--- src/rtl/frq_pkg.sv ---
// Shared types and constants for the frequency-counter mode controller.
// FRQ_STEP_EN (optional) adds a fourth button, the single-step input.
package frq_pkg;

  typedef enum logic [1:0] {
    IDLE  = 2'd0,
    RUN   = 2'd1,
    PAUSE = 2'd2,
    CLEAR = 2'd3
  } state_e;

  localparam int MODE_W        = 2;
  localparam int DEF_STAGE_DIV = 10;
  localparam int MAX_MODES     = 4;

  // Bit positions of each button inside the conditioning vectors.
  localparam int BTN_RUN  = 0;
  localparam int BTN_MODE = 1;
  localparam int BTN_CLR  = 2;
`ifdef FRQ_STEP_EN
  localparam int BTN_STEP = 3;
  localparam int NUM_BTN  = 4;
`else
  localparam int NUM_BTN  = 3;
`endif

  function automatic logic [MODE_W-1:0] next_mode(input logic [MODE_W-1:0] cur,
                                                  input int              num_modes);
    if (int'(cur) >= num_modes - 1) return '0;
    return cur + 1'b1;
  endfunction

endpackage

--- src/rtl/frq_div_stage.sv ---
// One decade prescaler stage: counts 0..STAGE_DIV-1 while enabled and
// flags the wrap cycle combinationally so cascaded stages stay aligned.
module frq_div_stage
  import frq_pkg::*;
#(
  parameter int STAGE_DIV = DEF_STAGE_DIV
) (
  input  logic mclk,
  input  logic rst,
  input  logic clr,
  input  logic en,
  output logic stage_tick
);

  localparam int              CNT_W = (STAGE_DIV > 1) ? $clog2(STAGE_DIV) : 1;
  localparam logic [CNT_W-1:0] LAST = CNT_W'(STAGE_DIV - 1);

  logic [CNT_W-1:0] r_cnt;

  assign stage_tick = en & (r_cnt == LAST);

  // NOTE: asynchronous reset must appear in the sensitivity list; state uses <= only.
  always_ff @(posedge mclk or posedge rst) begin
    if (rst) begin
      r_cnt <= '0;
    end else if (clr) begin
      r_cnt <= '0;
    end else if (stage_tick) begin
      r_cnt <= '0;
    end else if (en) begin
      r_cnt <= r_cnt + 1'b1;
    end
  end

endmodule

--- src/rtl/frq_mode_ctrl.sv ---
// Run/pause/clear FSM plus cascaded decade prescaler producing the count tick.
// Define FRQ_STEP_EN to add btn_step (one tick per press while paused).
module frq_mode_ctrl
  import frq_pkg::*;
#(
  parameter int STAGE_DIV = DEF_STAGE_DIV,
  parameter int NUM_MODES = MAX_MODES
) (
  input  logic              mclk,
  input  logic              rst,
  input  logic              btn_run,
  input  logic              btn_mode,
  input  logic              btn_clr,
`ifdef FRQ_STEP_EN
  input  logic              btn_step,
`endif
  output logic              tick,
  output logic              clr,
  output logic [MODE_W-1:0] mode,
  output logic              running,
  output logic [1:0]        state
);

  logic [NUM_BTN-1:0]   w_btn;
  logic [NUM_BTN-1:0]   r_sync1;
  logic [NUM_BTN-1:0]   r_sync2;
  logic [NUM_BTN-1:0]   r_sync3;
  logic [NUM_BTN-1:0]   r_press;
  logic                 w_run_p;
  logic                 w_mode_p;
  logic                 w_clr_p;
`ifdef FRQ_STEP_EN
  logic                 w_step_p;
`endif

  logic [NUM_MODES-1:0] w_stage_en;
  logic [NUM_MODES-1:0] w_stage_tick;
  logic [MAX_MODES-1:0] w_tick_pad;
  logic                 w_sel_tick;
  logic                 w_cnt_clr;

  state_e               r_state;
  logic [MODE_W-1:0]    r_mode;
  logic                 r_tick;
  logic                 r_clr;
  logic                 r_running;

`ifdef FRQ_STEP_EN
  assign w_btn = {btn_step, btn_clr, btn_mode, btn_run};
`else
  assign w_btn = {btn_clr, btn_mode, btn_run};
`endif

  // Two-flop synchronizer, a third flop for edge history, then a registered
  // rising-edge pulse: a button rise shows up as a press three clocks later.
  always_ff @(posedge mclk or posedge rst) begin
    if (rst) begin
      r_sync1 <= '0;
      r_sync2 <= '0;
      r_sync3 <= '0;
      r_press <= '0;
    end else begin
      r_sync1 <= w_btn;
      r_sync2 <= r_sync1;
      r_sync3 <= r_sync2;
      r_press <= r_sync2 & ~r_sync3;
    end
  end

  assign w_run_p  = r_press[BTN_RUN];
  assign w_mode_p = r_press[BTN_MODE];
  assign w_clr_p  = r_press[BTN_CLR];
`ifdef FRQ_STEP_EN
  assign w_step_p = r_press[BTN_STEP];
`endif

  // A mode change restarts the rate from zero, as does the CLEAR state.
  assign w_cnt_clr = w_mode_p | (r_state == CLEAR);

  genvar k;
  for (k = 0; k < NUM_MODES; k++) begin : g_stage
    if (k == 0) begin : g_first
      assign w_stage_en[k] = (r_state == RUN);
    end else begin : g_next
      assign w_stage_en[k] = w_stage_tick[k-1];
    end

    frq_div_stage #(
      .STAGE_DIV (STAGE_DIV)
    ) u_stage (
      .mclk       (mclk),
      .rst        (rst),
      .clr        (w_cnt_clr),
      .en         (w_stage_en[k]),
      .stage_tick (w_stage_tick[k])
    );
  end

  // NOTE: every variable written in always_comb gets a default first, so no latch.
  always_comb begin
    w_tick_pad                = '0;
    w_tick_pad[NUM_MODES-1:0] = w_stage_tick;
  end

  assign w_sel_tick = w_tick_pad[r_mode];

  always_ff @(posedge mclk or posedge rst) begin
    if (rst) begin
      r_state   <= IDLE;
      r_mode    <= '0;
      r_tick    <= 1'b0;
      r_clr     <= 1'b0;
      r_running <= 1'b0;
    end else begin
      r_tick <= 1'b0;
      r_clr  <= 1'b0;

      if (w_mode_p) begin
        r_mode <= next_mode(r_mode, NUM_MODES);
      end

      // Clear has priority over run in every state that accepts presses.
      case (r_state)
        IDLE: begin
          if (w_clr_p) begin
            r_state <= CLEAR;
            r_clr   <= 1'b1;
          end else if (w_run_p) begin
            r_state   <= RUN;
            r_running <= 1'b1;
          end
        end
        RUN: begin
          if (w_clr_p) begin
            r_state   <= CLEAR;
            r_clr     <= 1'b1;
            r_running <= 1'b0;
          end else if (w_run_p) begin
            r_state   <= PAUSE;
            r_running <= 1'b0;
          end else begin
            r_tick <= w_sel_tick & ~w_mode_p;
          end
        end
        PAUSE: begin
          if (w_clr_p) begin
            r_state <= CLEAR;
            r_clr   <= 1'b1;
          end else if (w_run_p) begin
            r_state   <= RUN;
            r_running <= 1'b1;
          end
`ifdef FRQ_STEP_EN
          else if (w_step_p) begin
            r_tick <= ~w_mode_p;
          end
`endif
        end
        CLEAR: begin
          r_state <= IDLE;
        end
        default: begin
          r_state   <= IDLE;
          r_running <= 1'b0;
        end
      endcase
    end
  end

  assign tick    = r_tick;
  assign clr     = r_clr;
  assign mode    = r_mode;
  assign running = r_running;
  assign state   = r_state;

endmodule
--- config.mk ---
export PLATFORM = sky130hd
export DESIGN_NAME = frq_mode_ctrl
export DESIGN_NICKNAME = d
export VERILOG_FILES = /design/src/rtl/frq_pkg.sv /design/src/rtl/frq_div_stage.sv /design/src/rtl/frq_mode_ctrl.sv
export SDC_FILE = /design/constraint.sdc
export NUM_CORES = 1
export LEC_CHECK = 0
export CAP_MARGIN = 20
export CORE_MARGIN = 2
export CORE_UTILIZATION = 55
export CTS_BUF_LIST = sky130_fd_sc_hd__clkbuf_4 sky130_fd_sc_hd__clkbuf_8
export DETAILED_ROUTE_END_ITERATION = 16
export DONT_BUFFER_PORTS = 1
export HOLD_SLACK_MARGIN = 0.05
export PLACE_DENSITY = 0.78
export SYNTH_ARGS = -nofsm -noshare
export SYNTH_HDL_FRONTEND = slang
export SYNTH_SLANG_ARGS = --single-unit
--- constraint.sdc ---
create_clock -name mclk -period 3.4 [get_ports mclk]
set_input_delay 1.02 -clock mclk [delete_from_list [all_inputs] [get_ports mclk]]
set_output_delay 1.02 -clock mclk [all_outputs]
set_load 0.005 [all_outputs]
After elaboration in Yosys (flattened, before gate mapping)
Cells that the tools add are included.
- bitwise gates (word level): 9
- reduce and logical (&&, ||, !) cells: 10
- mux-type cells: 33
- add/subtract/negate cells: 5
- order comparisons: 2
- equal/unequal tests: 11
- operator list (operator ; count):
    2-to-1 mux 4 bit ; 12
    adder 4 x 1 -> 4 bit, second input constant ; 4
    == test 4 bit, second input constant ; 4
    2-to-1 mux 1 bit ; 12
    2-to-1 mux 2 bit ; 6
    nonzero test 3 bit ; 4
    one-hot mux 2 bit (3 select lines) ; 1
    bitwise AND 1 bit ; 5
    == test 2 bit, second input constant ; 2
    AND reduction 4 bit ; 1
    bitwise AND 3 bit ; 1
    less-than comparator 2 x 3 -> 1 bit, second input constant ; 1
    inequality test 3 x 1 -> 1 bit, second input constant ; 1
    inequality test 3 bit, second input constant ; 1
    NOT 3 bit ; 1
    OR reduction 3 bit ; 1
    adder 2 x 1 -> 2 bit, second input constant ; 1
    binary-select mux 1 bit (select 2 bit) ; 1
    == test 2 x 1 -> 1 bit, second input constant ; 1
    >= comparator 2 bit, second input constant ; 1
    logical NOT 2 bit ; 1
    inequality test 2 x 1 -> 1 bit, second input constant ; 1
    inequality test 2 bit, second input constant ; 1
    one-hot mux 1 bit (2 select lines) ; 1
    5 further kinds ; 5
- output and inout port bits: 7
- bits in registers: 35
- logic and storage cells: 83

Depth between registers and ports, before layout
- depth after elaboration: 11
- depth in mapped cells: 7
- mapped depth without buffers: 6

Modules after synthesis
A second synthesis with hierarchy kept.
- cell total of the unflattened synthesis: 151
- area, all modules: 1626.6 µm²
- modules (own cells, without submodules) (module ; area each (µm²) ; instances ; cells each):
    frq_div_stage ; 245.2 ; 4 ; 27
    frq_mode_ctrl ; 645.6 ; 1 ; 43

Worst setup path before layout
Ideal clock, no wire load.
- kind: register to register
- start: reg g_stage[2].u_stage.r_cnt[1]
- end: reg g_stage[3].u_stage.r_cnt[3]
- required time: 3.304 ns
- data arrival time: 1.582 ns
- stages on the path, launching flop included: 8
- path buffers: 1
- library setup time: 0.096 ns
- setup slack: 1.723 ns
- cells stage by stage: dfrtp_1 > inv_1 > ha_1 > and3b_2 > nor4bb_1 > buf_4 > a41oi_2 > a311oi_2
- longest elaborated chain between the ends: 5
- elaborated cells between the ends (all ways): 6
- RTL lines (item ; RTL line ; RTL):
    from (decl) ; frq_div_stage.sv:18 ; logic [CNT_W-1:0] r_cnt;
    from (signal assigned) ; frq_div_stage.sv:31 ; r_cnt <= r_cnt + 1'b1;
    == test 4 bit * ; frq_div_stage.sv:20 ; assign stage_tick = en & (r_cnt == LAST);
    bitwise AND 1 bit * ; frq_div_stage.sv:20 ;
    bitwise AND 1 bit ; frq_div_stage.sv:20 ;
    2-to-1 mux 4 bit ; frq_div_stage.sv:28 ; end else if (stage_tick) begin
    2-to-1 mux 4 bit ; frq_div_stage.sv:26 ; end else if (clr) begin
    to (signal assigned) ; frq_div_stage.sv:31 ;
    to (decl) ; frq_div_stage.sv:18 ;
Mark *: on every way between the ends. The rest lies on a longest branch, timed or not.
A chain may end at the register's enable or synchronous reset.

Worst setup path after layout
- start: reg r_state[0], in the netlist state[0]
- end: out state[0]
- RTL lines (item ; RTL line ; RTL):
    from (decl) ; frq_mode_ctrl.sv:42 ; state_e r_state;
    from (signal assigned) ; frq_mode_ctrl.sv:109 ; r_state <= IDLE;
    from (signal assigned) ; frq_mode_ctrl.sv:126 ; r_state <= CLEAR;
    from (signal assigned) ; frq_mode_ctrl.sv:129 ; r_state <= RUN;
    to (decl) ; frq_mode_ctrl.sv:21 ; output logic [1:0] state
No word-level cell between the ends.

==> results.cfg <==
[status]
outcome = completed

[power_and_ir_drop]
vdd_drop_max_v = 0.000339
internal_power_w = 0.000669
power.density_nw_per_um2 = 560
switchingPower_w = 0.000307
seq_power_share_pct = 56.8
power_frac_comb_pct = 16.1
switching_share_pct = 31.5
clkPwrFrac_pct = 27.1
power.leakage_nw = 0.793

[synthesis]
synth-main-ff-cell = dfrtp_1
ys_seq_area_share_pct = 53.4
synth.distinct_cells = 44
synth_cells = 150
syn_avg_cell_area_um2 = 10.9
synth_edf_count = 0
syn_area_um2 = 1640
async_reset_ff_share_pct = 100
syn_nets = 164
ys_seq_elements = 35
yosys_warnings = 0

[timing]
tightest_slew_ns = 0.537
setup_violations = 0
finalHoldViolations = 0
rsz0062_at_grt = no
min_period_ns = 2.00
slew_violations = 0
fmax_ghz = 0.500
tns_ns = 0
fin_worst_skew_ns = 0.00845
slew_headroom_pct = 64.1
timing.final.crit_share_pct = 58.8
fin_ws_ns = 1.40

[global_routing]
grt_max_degree = 36
grt_remaining_overflow = 0
grt_pass1_vias = 1111
track_usage_pct = 19.7
antenna_found_initial = 0
grt_pass1_wl_um = 4970

[final_layout]
drive_above_1_share_pct = 12.9
fin_nets = 168
nFillCells = 211
mostFrequentLayoutCell = dfrtp_1
seq_area_um2 = 876
multi_input_area_um2 = 716
final_cell_mix = dfrtp_1 (35), nor2_1 (19), nand2_1 (9), ha_1 (9), a21oi_1 (8)
insertedDiodeCount = 0
syn_to_final_growth_pct = 6.33

[worst_hold_path]
holdPathStages = 0
holdCritPathClass = reg2reg

[setup_path]
required_ns = 2.38
critPathArrivalTime_ns = 0.98
crit_fanout = 13
cp-start-kind = flip-flop
end_kind = output pin
rr_worst_depth = 5
path_class = reg2out
cp_num_cells = 0

[clocking]
path_clk_slew_ns = 0.11
clock_latency_ns = 0.34
cts_root_buf = clkbuf_4
cts_made_buffers = 5
cts_tree = built
cts_resized = 0
htreeDepth = 2
cts_buffer_depth = 2
post_cts_buffers = 0
ctsHoldBuffers = 0
clkSinkCount = 35

[placed_design]
place.gp.congestion = 0.808
hpwl_um = 1830
port_buffers = 0
dp_slack_ns = 1.58

[die]
die_h_um = 58.6
rows = 19
die_area_um2 = 3440
die_x_um = 58.6
start_util_pct = 58.5
core_um2 = 2810
ioPinCount = 12

[drt]
initialDrtViolationCount = 104
routed-wl-met2_um = 1290
top_layer_used = met4
drc = 0
dr.pass1.iters = 4
wl_met3_um = 167
drt-total-wl_um = 2790
drt-met1-wl_um = 1260
vias = 1132
vias_per_cell = 6.09
ant_nets = 0
routedWlPerCell_um = 15.0

[flow_run]
max_cap_violations = 0
-- sequential cells by signal, indices dropped and copies added, names as in the netlist --
register,count
g_stage.u_stage.r_cnt,16
r_press,3
r_sync1,3
r_sync2,3
r_sync3,3
mode,2
state,2
clr,1
running,1
tick,1
-- stage by stage --
stage               utilization (%)  cell area [um2]  hold WS, ns  total power, W  instances
finish                         62.2             1740        0.354        0.000976        186
global route                   62.2             1740        0.367         0.00103        186
CTS                            62.2             1740        0.359        0.000980        186
detailed placement             59.6             1670        0.337        0.000716        178
global placement               59.6             1670        0.333        0.000703        178
floorplan                         -             1640        0.331        0.000669        150
-- logic make-up (layout without fill, tap and decap cells) --
kind of cell               count (synthesis)  count (layout)  share of synthesized area [%]
AOI/OAI and AO/OA                         32              32                           13.7
xor gates and xnor gates                   1               1                          0.534
adders and majority gates                  9               9                           6.87
buffers and inverters                     12              17                           2.98
DFF                                       35              35                           53.4
muxes                                      6               6                           3.81
and+or+nand+nor                           55              55                           18.7
-- power by group through the flow --
stage	clock network (W)	logic, W	registers (W)
finish	0.000264	0.000158	0.000554
global route	0.000281	0.000181	0.000565
CTS	0.000270	0.000157	0.000552
global placement	0	0.000146	0.000557
floorplan	0	0.000146	0.000523
detailed placement	0	0.000156	0.000561
-- area by class of cell --
type | count | share of cell area [%]
Tap cell | 31 | 2.22
Multi-Input combinational cell | 103 | 41.0
Clock buffer | 8 | 4.16
Sequential cell | 35 | 50.2
Timing Repair Buffer | 2 | 0.861
Inverter | 7 | 1.51
-- per-layer routing --
| layer | GRT usage [%] | up-vias |
|---|---|---|
| met5 | 0 | - |
| met4 | 10.4 | 0 |
| met3 | 6.37 | 9 |
| met2 | 30.3 | 40 |
| met1 | 24.9 | 547 |
| li1 | - | 536 |
-- cells in the mapped netlist (all sizes together), types with 2 or more instances --
master	n	area [um2]
clkbuf	3	11.3
buf	2	11.3
inv	7	26.3
and3b	3	27.5
mux2	2	22.5
nor2	19	71.3
nand2	9	33.8
nor3	4	25.0
o22ai	2	12.5
nand4b	2	32.5
a21boi	2	15.0
and3	2	12.5
a21oi	8	40.0
ha	9	113
dfrtp	35	876
nand2b	2	12.5
mux2i	4	40.0
nor4	2	12.5
nand3b	2	15.0
nor2b	4	25.0
nand3	2	10.0
o21ai	7	35.0
-- path summary, 6_finish.rpt --
kind / startpoint / end / slack (ns)
worst min register to register: r_sync1[0] / r_sync2[0] / 0.35
worst max-delay path: state[0] / state[0] / 1.40
worst min-delay path: r_sync1[0] / r_sync2[0] / 0.35
worst max register to register: state[0] / g_stage[3].u_stage.r_cnt[3] / 1.51
min in group asynchronous: rst / g_stage[3].u_stage.r_cnt[1] / 0.65
max in group asynchronous: rst / clr / 2.44
Power figures use the tool's default switching activity.
